[src/rtl/viterbi_pkg.sv]
// Shared definitions for the rate-1/2, K=3 convolutional encoder and its Viterbi decoder.
// Holds the trellis state type, the default generators, the encoder FSM enum and the branch function.
package viterbi_pkg;

    localparam int K = 3;

    typedef logic [K-2:0] state_t;

    localparam state_t S0 = 2'd0;
    localparam state_t S1 = 2'd1;
    localparam state_t S2 = 2'd2;
    localparam state_t S3 = 2'd3;

    localparam logic [K-1:0] G0_DEFAULT = 3'b111;
    localparam logic [K-1:0] G1_DEFAULT = 3'b101;

    typedef enum logic [1:0] {
        ENC_IDLE = 2'd0,
        ENC_DATA = 2'd1,
        ENC_TAIL = 2'd2,
        ENC_DONE = 2'd3
    } enc_fsm_t;

    // Symbol {g0, g1} for input u leaving state s; the register view is {u, s[1], s[0]}.
    function automatic logic [1:0] conv_branch(
        input logic           u,
        input state_t         s,
        input logic [K-1:0]   g0 = G0_DEFAULT,
        input logic [K-1:0]   g1 = G1_DEFAULT
    );
        logic [K-1:0] reg_v;
        reg_v = {u, s};
        return {^(g0 & reg_v), ^(g1 & reg_v)};
    endfunction

endpackage

[src/rtl/convolutional_encoder_if.sv]
// Bit-in / symbol-out handshakes of the convolutional encoder.
// Both sides use valid/ready: a beat transfers on a rising edge where valid and ready are both high.
interface convolutional_encoder_if;

    logic       i_data_valid;
    logic       i_data_bit;
    logic       o_data_ready;
    logic [1:0] o_symbol;
    logic       o_symbol_valid;
    logic       i_symbol_ready;

    modport master (
        output i_data_valid,
        output i_data_bit,
        output i_symbol_ready,
        input  o_data_ready,
        input  o_symbol,
        input  o_symbol_valid
    );

    modport slave (
        input  i_data_valid,
        input  i_data_bit,
        input  i_symbol_ready,
        output o_data_ready,
        output o_symbol,
        output o_symbol_valid
    );

endinterface

[src/rtl/convolutional_encoder.sv]
// Rate-1/2 K=3 convolutional encoder: encodes a FRAME_LEN-bit frame, then flushes two zero
// tail bits so the trellis ends in S0. One registered output symbol slot, no bubbles when ready.
module convolutional_encoder
    import viterbi_pkg::*;
#(
    parameter int           FRAME_LEN = 8,
    parameter logic [K-1:0] G0        = G0_DEFAULT,
    parameter logic [K-1:0] G1        = G1_DEFAULT
) (
    input  logic                    i_clk,
    input  logic                    i_rst_n,
    input  logic                    i_start,
    convolutional_encoder_if.slave  enc_if,
    output logic                    o_busy,
    output logic                    o_done,
    output enc_fsm_t                o_dbg_fsm,
    output state_t                  o_dbg_s
);

    localparam int               CNT_W    = $clog2(FRAME_LEN + 1);
    localparam logic [CNT_W-1:0] LAST_BIT = CNT_W'(FRAME_LEN - 1);

    enc_fsm_t         state_q, state_d;
    state_t           s_q, s_d;
    logic [CNT_W-1:0] bit_cnt_q, bit_cnt_d;
    logic             tail_cnt_q, tail_cnt_d;
    logic [1:0]       sym_q, sym_d;
    logic             sym_valid_q, sym_valid_d;
    logic             done_q, done_d;

    logic slot_free;
    logic accept;
    logic tail_load;
    logic load;
    logic u;
    logic final_xfer;

    // The slot can be refilled in the same cycle its current symbol leaves.
    assign slot_free  = !sym_valid_q || enc_if.i_symbol_ready;
    assign accept     = (state_q == ENC_DATA) && enc_if.i_data_valid && slot_free;
    assign tail_load  = (state_q == ENC_TAIL) && slot_free;
    assign load       = accept || tail_load;
    assign u          = accept ? enc_if.i_data_bit : 1'b0;
    assign final_xfer = (state_q == ENC_DONE) && sym_valid_q && enc_if.i_symbol_ready;

    always_ff @(posedge i_clk or negedge i_rst_n) begin
        if (!i_rst_n) begin
            state_q <= ENC_IDLE;
        end else begin
            state_q <= state_d;
        end
    end

    always_comb begin
        state_d = state_q;
        case (state_q)
            ENC_IDLE: if (i_start)                              state_d = ENC_DATA;
            ENC_DATA: if (accept && (bit_cnt_q == LAST_BIT))    state_d = ENC_TAIL;
            ENC_TAIL: if (tail_load && tail_cnt_q)              state_d = ENC_DONE;
            ENC_DONE: if (final_xfer)                           state_d = ENC_IDLE;
            default:                                            state_d = ENC_IDLE;
        endcase
    end

    always_comb begin
        o_busy                = (state_q == ENC_DATA) || (state_q == ENC_TAIL);
        o_done                = done_q;
        o_dbg_fsm             = state_q;
        o_dbg_s               = s_q;
        enc_if.o_data_ready   = (state_q == ENC_DATA) && slot_free;
        enc_if.o_symbol       = sym_q;
        enc_if.o_symbol_valid = sym_valid_q;
    end

    always_comb begin
        s_d         = s_q;
        bit_cnt_d   = bit_cnt_q;
        tail_cnt_d  = tail_cnt_q;
        sym_d       = sym_q;
        sym_valid_d = sym_valid_q;
        done_d      = final_xfer;

        if ((state_q == ENC_IDLE) && i_start) begin
            s_d        = S0;
            bit_cnt_d  = '0;
            tail_cnt_d = 1'b0;
        end

        if (load) begin
            sym_d       = conv_branch(u, s_q, G0, G1);
            sym_valid_d = 1'b1;
            s_d         = {u, s_q[1]};
        end else if (enc_if.i_symbol_ready) begin
            sym_valid_d = 1'b0;
        end

        if (accept) begin
            bit_cnt_d = bit_cnt_q + CNT_W'(1);
        end
        if (tail_load) begin
            tail_cnt_d = 1'b1;
        end
    end

    always_ff @(posedge i_clk or negedge i_rst_n) begin
        if (!i_rst_n) begin
            s_q         <= S0;
            bit_cnt_q   <= '0;
            tail_cnt_q  <= 1'b0;
            sym_q       <= 2'b00;
            sym_valid_q <= 1'b0;
            done_q      <= 1'b0;
        end else begin
            s_q         <= s_d;
            bit_cnt_q   <= bit_cnt_d;
            tail_cnt_q  <= tail_cnt_d;
            sym_q       <= sym_d;
            sym_valid_q <= sym_valid_d;
            done_q      <= done_d;
        end
    end

endmodule

[src/flat_wrapper.sv]
// flat-port wrapper written by rule: the top's interface ports become plain ports
module convolutional_encoder_flat import viterbi_pkg::*;
#(
    parameter int           FRAME_LEN = 8,
    parameter logic [K-1:0] G0        = G0_DEFAULT,
    parameter logic [K-1:0] G1        = G1_DEFAULT
)
  (i_clk, i_rst_n, i_start, o_busy, o_done, o_dbg_fsm, o_dbg_s, enc_if_i_data_valid, enc_if_i_data_bit, enc_if_i_symbol_ready, enc_if_o_data_ready, enc_if_o_symbol, enc_if_o_symbol_valid);
  convolutional_encoder_if enc_if_i ();
  input  logic i_clk;
  input  logic i_rst_n;
  input  logic i_start;
  output logic o_busy;
  output logic o_done;
  output enc_fsm_t o_dbg_fsm;
  output state_t o_dbg_s;
  input wire logic [$bits(enc_if_i.i_data_valid)-1:0] enc_if_i_data_valid;
  input wire logic [$bits(enc_if_i.i_data_bit)-1:0] enc_if_i_data_bit;
  input wire logic [$bits(enc_if_i.i_symbol_ready)-1:0] enc_if_i_symbol_ready;
  output wire logic [$bits(enc_if_i.o_data_ready)-1:0] enc_if_o_data_ready;
  output wire logic [$bits(enc_if_i.o_symbol)-1:0] enc_if_o_symbol;
  output wire logic [$bits(enc_if_i.o_symbol_valid)-1:0] enc_if_o_symbol_valid;
  assign enc_if_i.i_data_valid = enc_if_i_data_valid;
  assign enc_if_i.i_data_bit = enc_if_i_data_bit;
  assign enc_if_i.i_symbol_ready = enc_if_i_symbol_ready;
  assign enc_if_o_data_ready = enc_if_i.o_data_ready;
  assign enc_if_o_symbol = enc_if_i.o_symbol;
  assign enc_if_o_symbol_valid = enc_if_i.o_symbol_valid;
  convolutional_encoder #(.FRAME_LEN(FRAME_LEN), .G0(G0), .G1(G1)) u_core (.i_clk(i_clk), .i_rst_n(i_rst_n), .i_start(i_start), .enc_if(enc_if_i), .o_busy(o_busy), .o_done(o_done), .o_dbg_fsm(o_dbg_fsm), .o_dbg_s(o_dbg_s));
endmodule
[config.mk]
export PLATFORM = sky130hd
export DESIGN_NAME = convolutional_encoder_flat
export DESIGN_NICKNAME = d
export VERILOG_FILES = /design/src/rtl/viterbi_pkg.sv /design/src/rtl/convolutional_encoder_if.sv /design/src/rtl/convolutional_encoder.sv /design/src/flat_wrapper.sv
export SDC_FILE = /design/constraint.sdc
export NUM_CORES = 1
export LEC_CHECK = 0
export BUFFER_PORTS_ARGS = -buffer_cell sky130_fd_sc_hd__buf_2
export CORE_ASPECT_RATIO = 0.7
export CORE_UTILIZATION = 35
export CTS_BUF_LIST = sky130_fd_sc_hd__clkbuf_8
export DETAILED_ROUTE_END_ITERATION = 12
export PLACE_DENSITY = 0.65
export SETUP_SLACK_MARGIN = 0.2
export SYNTH_ARGS = -nofsm -noshare
export SYNTH_HDL_FRONTEND = slang
export SYNTH_SLANG_ARGS = --single-unit
[constraint.sdc]
create_clock -name i_clk -period 1.5 [get_ports i_clk]
set_input_delay 0.3 -clock i_clk [delete_from_list [all_inputs] [get_ports i_clk]]
set_output_delay 0.3 -clock i_clk [all_outputs]
set_load 0.03 [all_outputs]
==> flow_metrics.tcl <==
set metrics [dict create \
    outcome "complete, but fails checks" \
    violations "negative setup slack" \
    dr.pass1.iters 4 \
    cts_tree "done" \
    crit_slowest_cell "dfrtp_2" \
    powerDensity_mw_per_mm2 2450 \
    worst_pin_slew_ns 0.350 \
    endpoint_kind "output pin" \
    grt.total_usage_pct 17.6 \
    swShare_pct 43.9 \
    clockRootBuffer "clkbuf_8" \
    top_usage_layer "met2" \
    ys_seq_elements 13 \
    path_delay_family "flip-flops" \
    path_max_fanout 3 \
    synth_cells 72 \
    combinationalPowerShare_pct 65.6 \
    min_path_cells 2 \
    area_delta_synth_final_pct 54.1 \
    start_util_pct 37.7 \
    finalCriticalPeriod_ns 1.53 \
    slew_headroom_pct 76.6 \
    gp_congestion 0.770 \
    power_frac_seq_pct 23.0 \
    synth_cell_types 24 \
    die_w_um 55.9 \
    avgRoutedWirePerCell_um 13.8 \
    clkLatencyLatePin_ns 0.24 \
    ys.warnings.count 0 \
    num_antenna_cells 0 \
    slew_violations 0 \
    slowest_delay_ns 0.42 \
    ios 16 \
    mostFrequentLayoutCell "buf_4" \
    cts.reportedPaths.clkPinSlew_ns 0.06 \
    timing.fmax_mhz 653 \
    io_buffers 15 \
    use_met1_pct 20.6 \
    vias_per_cell 5.00 \
    grt_pass1_wl_um 2760 \
    r2r_end "u_core.bit_cnt_q[2]" \
    rsz0062_at_grt "yes" \
    startpoint "u_core.o_dbg_fsm[1]" \
    async_flop_share_pct 100 \
    route.detailed.drc 0 \
    synthesis.nets 84 \
    ant_nets 0 \
    grt_pass1_vias 619 \
    clkPwrFrac_pct 11.4 \
    die_area_mm2 0.00222 \
    totalWireLength_um 1770 \
    register_area_um2 328 \
    multiInputGateArea_um2 449 \
    finalCritPeriodShare_pct 102 \
    r2r_start "u_core.o_dbg_fsm[0]" \
    reg2regPathDepth 6 \
    grt_max_degree 14 \
    p_leak_nw 0.529 \
    peakVddDrop_mv 1.46 \
    worst_clock_skew_ns 0.00206 \
    synth-seq-area-share_pct 45.7 \
    synth_edf_count 0 \
    antenna_found_initial 0 \
    p_int_w 0.00151 \
    ff2ff_setup_slack_ns 0 \
    postSynthAreaPerCell_um2 9.89 \
    rows 13 \
    hpwl_um 1260 \
    fillCellCount 160 \
    cp_num_buf_inv 3 \
    cts_buffers 3 \
    arrival_ns 1.23 \
    p_sw_w 0.00118 \
    vias 640 \
    clk_path_buf_depth 2 \
    fin_ws_ns -0.0312 \
    setup_viol 3 \
    tns_ns -0.0513 \
    fp.dieH_um 39.7 \
    critPathLaunchType "flop" \
    htree_levels 1 \
    crit_top_cell "buf_6" \
    final_core_util_pct 58.2 \
    path_cells "inv_4 -> ha_4 -> buf_6 -> and2_4 -> buf_6" \
    critPathRequiredTime_ns 1.20 \
    hold_violations 0 \
    worstHoldPathType "in2reg" \
    hold_start "enc_if_i_symbol_ready" \
    grt_use_met2_pct 30.1 \
    final_nets 119 \
    core_mm2 0.00189 \
    syn_area_um2 712 \
    layout-drive-gt1-share_pct 51.9 \
    cts.sinks 13 \
    hold_end "u_core.o_done" \
    layout_common_cells "buf_4 (12), buf_2 (11), dfrtp_1 (11)" \
    maxCapViolations 0 \
    grtUsageMet3_pct 6.93 \
    synth_top_flop_cell "dfrtp_1" \
    drtIter0Drc 19 \
    grt-ovfl-total 0 \
    critPathKind "reg2out" \
]
power by group through the flow:
stage / Clock (W) / Sequential [W] / Combinational, W
finish: 0.000307 / 0.000618 / 0.00176
global route: 0.000340 / 0.000644 / 0.00189
CTS: 0.000318 / 0.000609 / 0.00160
detailed placement: 0 / 0.000638 / 0.00135
global placement: 0 / 0.000629 / 0.00130
floorplan: 0 / 0.000826 / 0.000742
kinds of logic after synthesis:
group	after synthesis	synth area share [%]
compound gates	16	13.4
mux	3	4.92
buf+inv	6	3.16
xor+xnor	2	2.46
flops	13	45.7
fa+ha+maj	6	10.5
simple gates	26	19.9
stage by stage:
step	instances	power, W	setup slack (ns)	instance area (µm²)	hold WS, ns
final	128	0.00269	-0.0312	1100	0.346
after global routing	128	0.00288	-0.0789	1100	0.357
after CTS	126	0.00252	-0.0533	1030	0.333
after detailed placement	115	0.00199	-0.00370	902	0.209
after global placement	115	0.00193	0.0123	902	0.205
after floorplan	72	0.00157	-0.0327	754	0.00441
routing by layer:
metal | wire (µm) | vias to the layer above
li1 | - | 318
met1 | 813 | 307
met2 | 874 | 13
met3 | 77 | 2
met4 | 5 | 0
met5 | 0 | -
how the worst max path moves through the flow:
stage / endpoint / slack [ns] / depth (start not counted)
3_5_place_dp: u_core.o_dbg_fsm[1] / -0.004 / 6
4_1_cts: enc_if_o_data_ready / -0.05 / 5
3_3_place_gp: u_core.o_dbg_fsm[1] / 0.01 / 6
2_1_floorplan: u_core.o_dbg_fsm[1] / -0.03 / 6
5_1_grt: enc_if_o_data_ready / -0.08 / 5
6_report: enc_if_o_data_ready / -0.03 / 5
synth_stat cells (2+ instances only):
master   number  share of area [%]
nand2_1       6                3.2
o22ai_1       2                1.8
a21oi_1       4                2.8
a21o_1        2                2.1
xor2_1        2                2.5
nor2_1        3                1.6
nand3_1       6                4.2
o21ai_0       7                4.9
inv_1         6                3.2
ha_1          6                 11
mux2i_1       2                2.8
dfrtp_1      13                 46
nor2b_1       2                1.8
worst reg2reg max path: cells and delay by family, from the launching register on:
family	cells	cell delay (ns)
AO/OA/AOI/OAI	2	0.31
adder cells (fa/ha/maj)	1	0.18
buffers and inverters	2	0.25
flip-flops	1	0.43
AND/OR/NAND/NOR	1	0.21
state kept, by name, indices dropped and copies added, names as in the netlist:
name                          cells
u_core.o_done                     1
u_core.tail_cnt_q                 1
u_core.o_dbg_s                    2
u_core.o_dbg_fsm                  2
u_core.enc_if.o_symbol_valid      1
u_core.enc_if.o_symbol            2
u_core.bit_cnt_q                  4
final cells by class:
class | instances | share of cell area [%]
well taps | 22 | 2.51
clock buffers | 3 | 3.76
flip-flops and latches | 13 | 29.9
inverters | 6 | 2.28
repair buffers | 30 | 20.3
clock inverters | 1 | 0.342
multi-input cells | 53 | 40.9
what timing repair did:
action / CTS / global route
pin swaps: 2 / 5
buffers inserted: 6 / 2
hold buffers: 1 / 0
endpoints found under the hold margin: 13 / 0
endpoints found under the setup margin: 11 / 14
resized for setup: 10 / 16
Note: power is estimated with default switching activity, not from simulation.
